--- config.mk ---
export PLATFORM = sky130hd
export DESIGN_NAME = counter_en_ctrl
export DESIGN_NICKNAME = d
export VERILOG_FILES = /design/src/rtl/counter_en_ctrl.sv
export SDC_FILE = /design/constraint.sdc
export NUM_CORES = 1
export LEC_CHECK = 0
export CELL_PAD_IN_SITES_DETAIL_PLACEMENT = 0
export CELL_PAD_IN_SITES_GLOBAL_PLACEMENT = 1
export CORE_ASPECT_RATIO = 1.25
export CORE_MARGIN = 1
export CORE_UTILIZATION = 42
export DETAILED_ROUTE_END_ITERATION = 7
export PLACE_DENSITY = 0.93
export SLEW_MARGIN = 20
export SYNTH_ARGS = -nofsm -noshare
export SYNTH_HDL_FRONTEND = slang
export SYNTH_SLANG_ARGS = --single-unit
--- constraint.sdc ---
create_clock -name clk -period 3.1 [get_ports clk]
set_input_delay 0.31 -clock clk [delete_from_list [all_inputs] [get_ports clk]]
set_output_delay 0.31 -clock clk [all_outputs]
set_load 0.02 [all_outputs]
--- src/rtl/counter_en_ctrl.sv ---
// Enable-strobe generator for the 8-bit enable counter: a programmable prescaler
// produces single-cycle en strobes, either free-running or as a counted burst.
module counter_en_ctrl #(
  parameter int unsigned DIV_W   = 8,
  parameter int unsigned BURST_W = 8
) (
  input  logic               clk,
  input  logic               rst_n,
  input  logic               start,
  input  logic               stop,
  input  logic               mode,
  input  logic [DIV_W-1:0]   div,
  input  logic [BURST_W-1:0] burst_len,
  output logic               en,
  output logic               busy,
  output logic               done,
  output logic [BURST_W-1:0] rem
);

  typedef enum logic [1:0] {StIdle, StRun, StDone} state_e;

  state_e             state_q, state_d;
  logic [DIV_W-1:0]   presc_q, presc_d;
  logic [DIV_W-1:0]   div_q, div_d;
  logic               mode_q, mode_d;
  logic [BURST_W-1:0] rem_q, rem_d;
  logic               en_q, en_d;

  always_ff @(posedge clk or negedge rst_n) begin
    if (!rst_n) begin
      state_q <= StIdle;
      presc_q <= '0;
      div_q   <= '0;
      mode_q  <= 1'b0;
      rem_q   <= '0;
      en_q    <= 1'b0;
    end else begin
      state_q <= state_d;
      presc_q <= presc_d;
      div_q   <= div_d;
      mode_q  <= mode_d;
      rem_q   <= rem_d;
      en_q    <= en_d;
    end
  end

  always_comb begin
    state_d = state_q;
    presc_d = presc_q;
    div_d   = div_q;
    mode_d  = mode_q;
    rem_d   = rem_q;
    en_d    = 1'b0;
    unique case (state_q)
      StIdle: begin
        if (start && !stop) begin
          mode_d  = mode;
          div_d   = div;
          presc_d = div;
          if (mode && (burst_len == '0)) begin
            state_d = StDone;
          end else begin
            state_d = StRun;
            rem_d   = mode ? burst_len : '0;
          end
        end
      end
      StRun: begin
        // Abort wins over a strobe that is due on the same edge.
        if (stop) begin
          state_d = StIdle;
          rem_d   = '0;
        end else if (presc_q != '0) begin
          presc_d = presc_q - DIV_W'(1);
        end else begin
          en_d    = 1'b1;
          presc_d = div_q;
          if (mode_q) begin
            if (rem_q != '0) begin
              rem_d = rem_q - BURST_W'(1);
            end
            if (rem_q == BURST_W'(1)) begin
              state_d = StDone;
            end
          end
        end
      end
      StDone: begin
        state_d = StIdle;
      end
      default: begin
        state_d = StIdle;
      end
    endcase
  end

  assign en   = en_q;
  assign busy = (state_q == StRun);
  assign done = (state_q == StDone);
  assign rem  = rem_q;

`ifdef ASSERTS_SV
  en_after_busy_a: assert property (@(posedge clk) disable iff (!rst_n) en |-> $past(busy));
  done_single_a:   assert property (@(posedge clk) disable iff (!rst_n) done |=> !done);
  rem_idle_zero_a: assert property (@(posedge clk) disable iff (!rst_n)
                                    (!busy && !done) |-> (rem == '0));
  no_x_a:          assert property (@(posedge clk) disable iff (!rst_n)
                                    !$isunknown({en, busy, done}));
`endif

endmodule

==> impl_metrics.csv <==
group,metric,value,unit
synthesis,synth_cell_types,50,
cts,clockRootBuffer,"clkbuf_8",
sta,post-route-period-util,0.776,
place,place.port_buffers,31,
sta,hold_viol,0,
cts,tritoncts,"done",
drt,drt-initial-drc-count,70,
worst_setup_path,crit_end,"busy",
cts,cts_buffers,3,
sta,rsz0062_at_grt,"no",
worst_setup_path,r2r_end,"rem[0]$_DFFE_PN0P_",
floorplanning,die_h,73.9,µm
place,place_congestion,0.867,
drt,via_per_inst,5.74,
synthesis,synth_flop_cell,"dfrtp_1",
pwr,ir_drop,0.000396,V
final_layout,num_antenna_cells,0,
cts,clockBufferDepth,2,
synthesis,netlist_instances,185,
synthesis,avgSynthCellArea,9.39,µm²
drt,drc,0,
synthesis,synth-edff-count,0,
sta,tightest_slew,0.631,ns
worst_setup_path,cp_max_fo,14,
worst_setup_path,rr_worst_depth,7,
worst_setup_path,r2r-start,"presc_q[0]$_DFFE_PN0P_",
sta,drv_slew,0,
synthesis,ys_async_sr_fraction,1.00,
synthesis,ys_seq_elements,28,
synthesis,synth_area,1740,µm²
worst_setup_path,endpoint_kind,"output pin",
grt,grt_antenna_before_repair,0,
floorplanning,initial_core_util,0.448,
flow_run,drv_cap,0,
drt,final_antenna_net_count,0,
worst_setup_path,crit_required,2.79,ns
synthesis,ys_warn_count,0,
floorplanning,die_area,4400,µm²
synthesis,ys_seq_area_frac,0.403,
final_layout,utilization,0.553,
grt,grt-ovfl-total,0,
cts,post-cts-setup-buffer-count,0,
worst_setup_path,cp.arrival,2.10,ns
floorplanning,die_w,59.5,µm
sta,setup-tns-final,0,ns
final_layout,synthToLayoutAreaGrowth,23.3,%
pwr,power_density,930,nW/µm²
final_layout,finalNetCount,242,
grt,first_global_vias,1500,
cts,cts.sinks,28,
cts,cts.clk_slew.worst_paths,0.09,ns
worst_hold_path,hold_class,"primary input to asynchronous set/reset pin",
status,status,"complete, no violations",
sta,fin_worst_skew,0.00264,ns
worst_setup_path,crit_type,"flop to output pin",
final_layout,drive_gt1_frac,0.102,
grt,grt_pass1_wl,7020,µm
sta,min_period,2.41,ns
floorplanning,ios,32,
worst_setup_path,r2r_setup_slack,0.92,ns
drt,drt_wl_total,4150,µm
drt,first_pass_iters,4,
floorplanning,coreArea,3880,µm²
grt,grt_max_degree,29,
pwr,p_leak,0.871,nW
cts,clk_latency,0.27,ns
sta,finalSetupViolations,0,
cts,cts_resized,0,
cts,htree_levels,1,
sta,fmax,0.416,GHz
grt,grt.total_usage,0.209,
drt,vias,1544,
cts,hold_buffers,0,
pwr,power,1.99,mW
drt,detail_route.wl_per_cell,15.4,µm
place,dp.final_hpwl,3080,µm
floorplanning,rows,25,
sta,max_slew_margin,0.578,
worst_setup_path,cp-startpoint,"state_q[0]$_DFFE_PN0P_",
synthesis,synth_nets,211,
worst_setup_path,critPathLaunchType,"flop",
-- power by group --
group	total, mW	switching, mW	leakage, nW	internal (mW)
combinational	1.01	0.548	0.500	0.465
clock	0.227	0.113	0.0288	0.114
sequential	0.753	0.223	0.342	0.531
total	1.99	0.883	0.871	1.11
-- routing by layer --
layer,track usage,up-vias,part of all wire
li1,-,738,-
met3,0.0176,6,0.031
met5,0,-,0
met1,0.253,761,0.43
met4,0.0517,0,0.010
met2,0.392,39,0.53
-- worst min path at each step --
stage | to | slack [ns] | depth (start not counted)
2_1_floorplan | div_q[0]$_DFFE_PN0P_ | 0.01 | 0
4_1_cts | presc_q[1]$_DFFE_PN0P_ | 0.42 | 2
3_3_place_gp | div_q[5]$_DFFE_PN0P_ | 0.49 | 1
6_report | div_q[3]$_DFFE_PN0P_ | 0.42 | 2
3_5_place_dp | div_q[2]$_DFFE_PN0P_ | 0.50 | 1
5_1_grt | div_q[6]$_DFFE_PN0P_ | 0.44 | 2
-- worst max-delay path, stage by stage (launching register included) --
cell             delay, ns
dfrtp_1               0.58
nand2b_4              0.19
inv_1                 0.36
clkdlybuf4s50_1       0.68
-- kinds of logic after synthesis --
kind of cell,count (synthesis),synth area share
compound gates,54,0.204
xor+xnor,6,0.0302
fa+ha+maj,5,0.0360
buf+inv,12,0.0331
flops,28,0.403
mux,12,0.0756
simple gates,68,0.217
-- layout make-up --
cell class / instances / area [µm²]
Sequential cell: 28 / 701
Fill cell: 373 / 1740
Multi-Input combinational cell: 145 / 980
Timing Repair Buffer: 32 / 318
Tap cell: 54 / 67.6
Clock buffer: 4 / 55.1
Inverter: 6 / 22.5
-- stage by stage --
| step | cells | instance area (µm²) | hold WS (ns) | setup WS [ns] |
|---|---|---|---|---|
| after floorplan | 185 | 1740 | 0.0144 | 1.44 |
| after global placement | 265 | 2090 | 0.485 | 0.984 |
| after detailed placement | 265 | 2090 | 0.497 | 0.912 |
| after CTS | 269 | 2140 | 0.423 | 0.694 |
| after global routing | 269 | 2140 | 0.444 | 0.579 |
| final | 269 | 2140 | 0.416 | 0.694 |
-- state kept, by name, indices dropped and copies added, names as in the netlist --
register and cells:
state_q 2, en 1, div_q 8, presc_q 8, mode_q 1, rem 8
-- layout by cell type, fill, tap and decap left out, types with 2 or more instances in the layout --
master | netlist | final
mux2_2 | 9 | 9
nor4_1 | 3 | 3
a22oi_1 | 5 | 5
nor2b_1 | 3 | 3
dfrtp_1 | 28 | 28
clkbuf_8 | 0 | 4
a31oi_1 | 5 | 5
nor2_1 | 15 | 15
clkdlybuf4s50_1 | 0 | 31
mux2i_1 | 3 | 3
nand2_1 | 20 | 20
a21oi_1 | 10 | 10
a221oi_1 | 2 | 2
xnor2_1 | 3 | 3
o21ai_0 | 13 | 13
nand4_1 | 2 | 2
xor2_1 | 3 | 3
inv_1 | 6 | 6
o21ai_1 | 3 | 3
nand3_1 | 4 | 4
o21a_1 | 2 | 2
o211ai_1 | 5 | 5
nor3_1 | 3 | 3
nand2b_1 | 4 | 4
ha_1 | 5 | 5
-- cell usage after synthesis (all sizes together) (5+ instances only) --
master	number	area, µm²
a22oi	5	37.5
inv	6	22.5
mux2	9	101
o211ai	5	37.5
a21oi	10	50.1
dfrtp	28	701
nor4	5	52.6
o21ai	17	88.8
nand2b	5	38.8
nor2	16	62.6
ha	5	62.6
a31oi	5	31.3
nand2	20	75.1
Power figures use the tool's default switching activity.
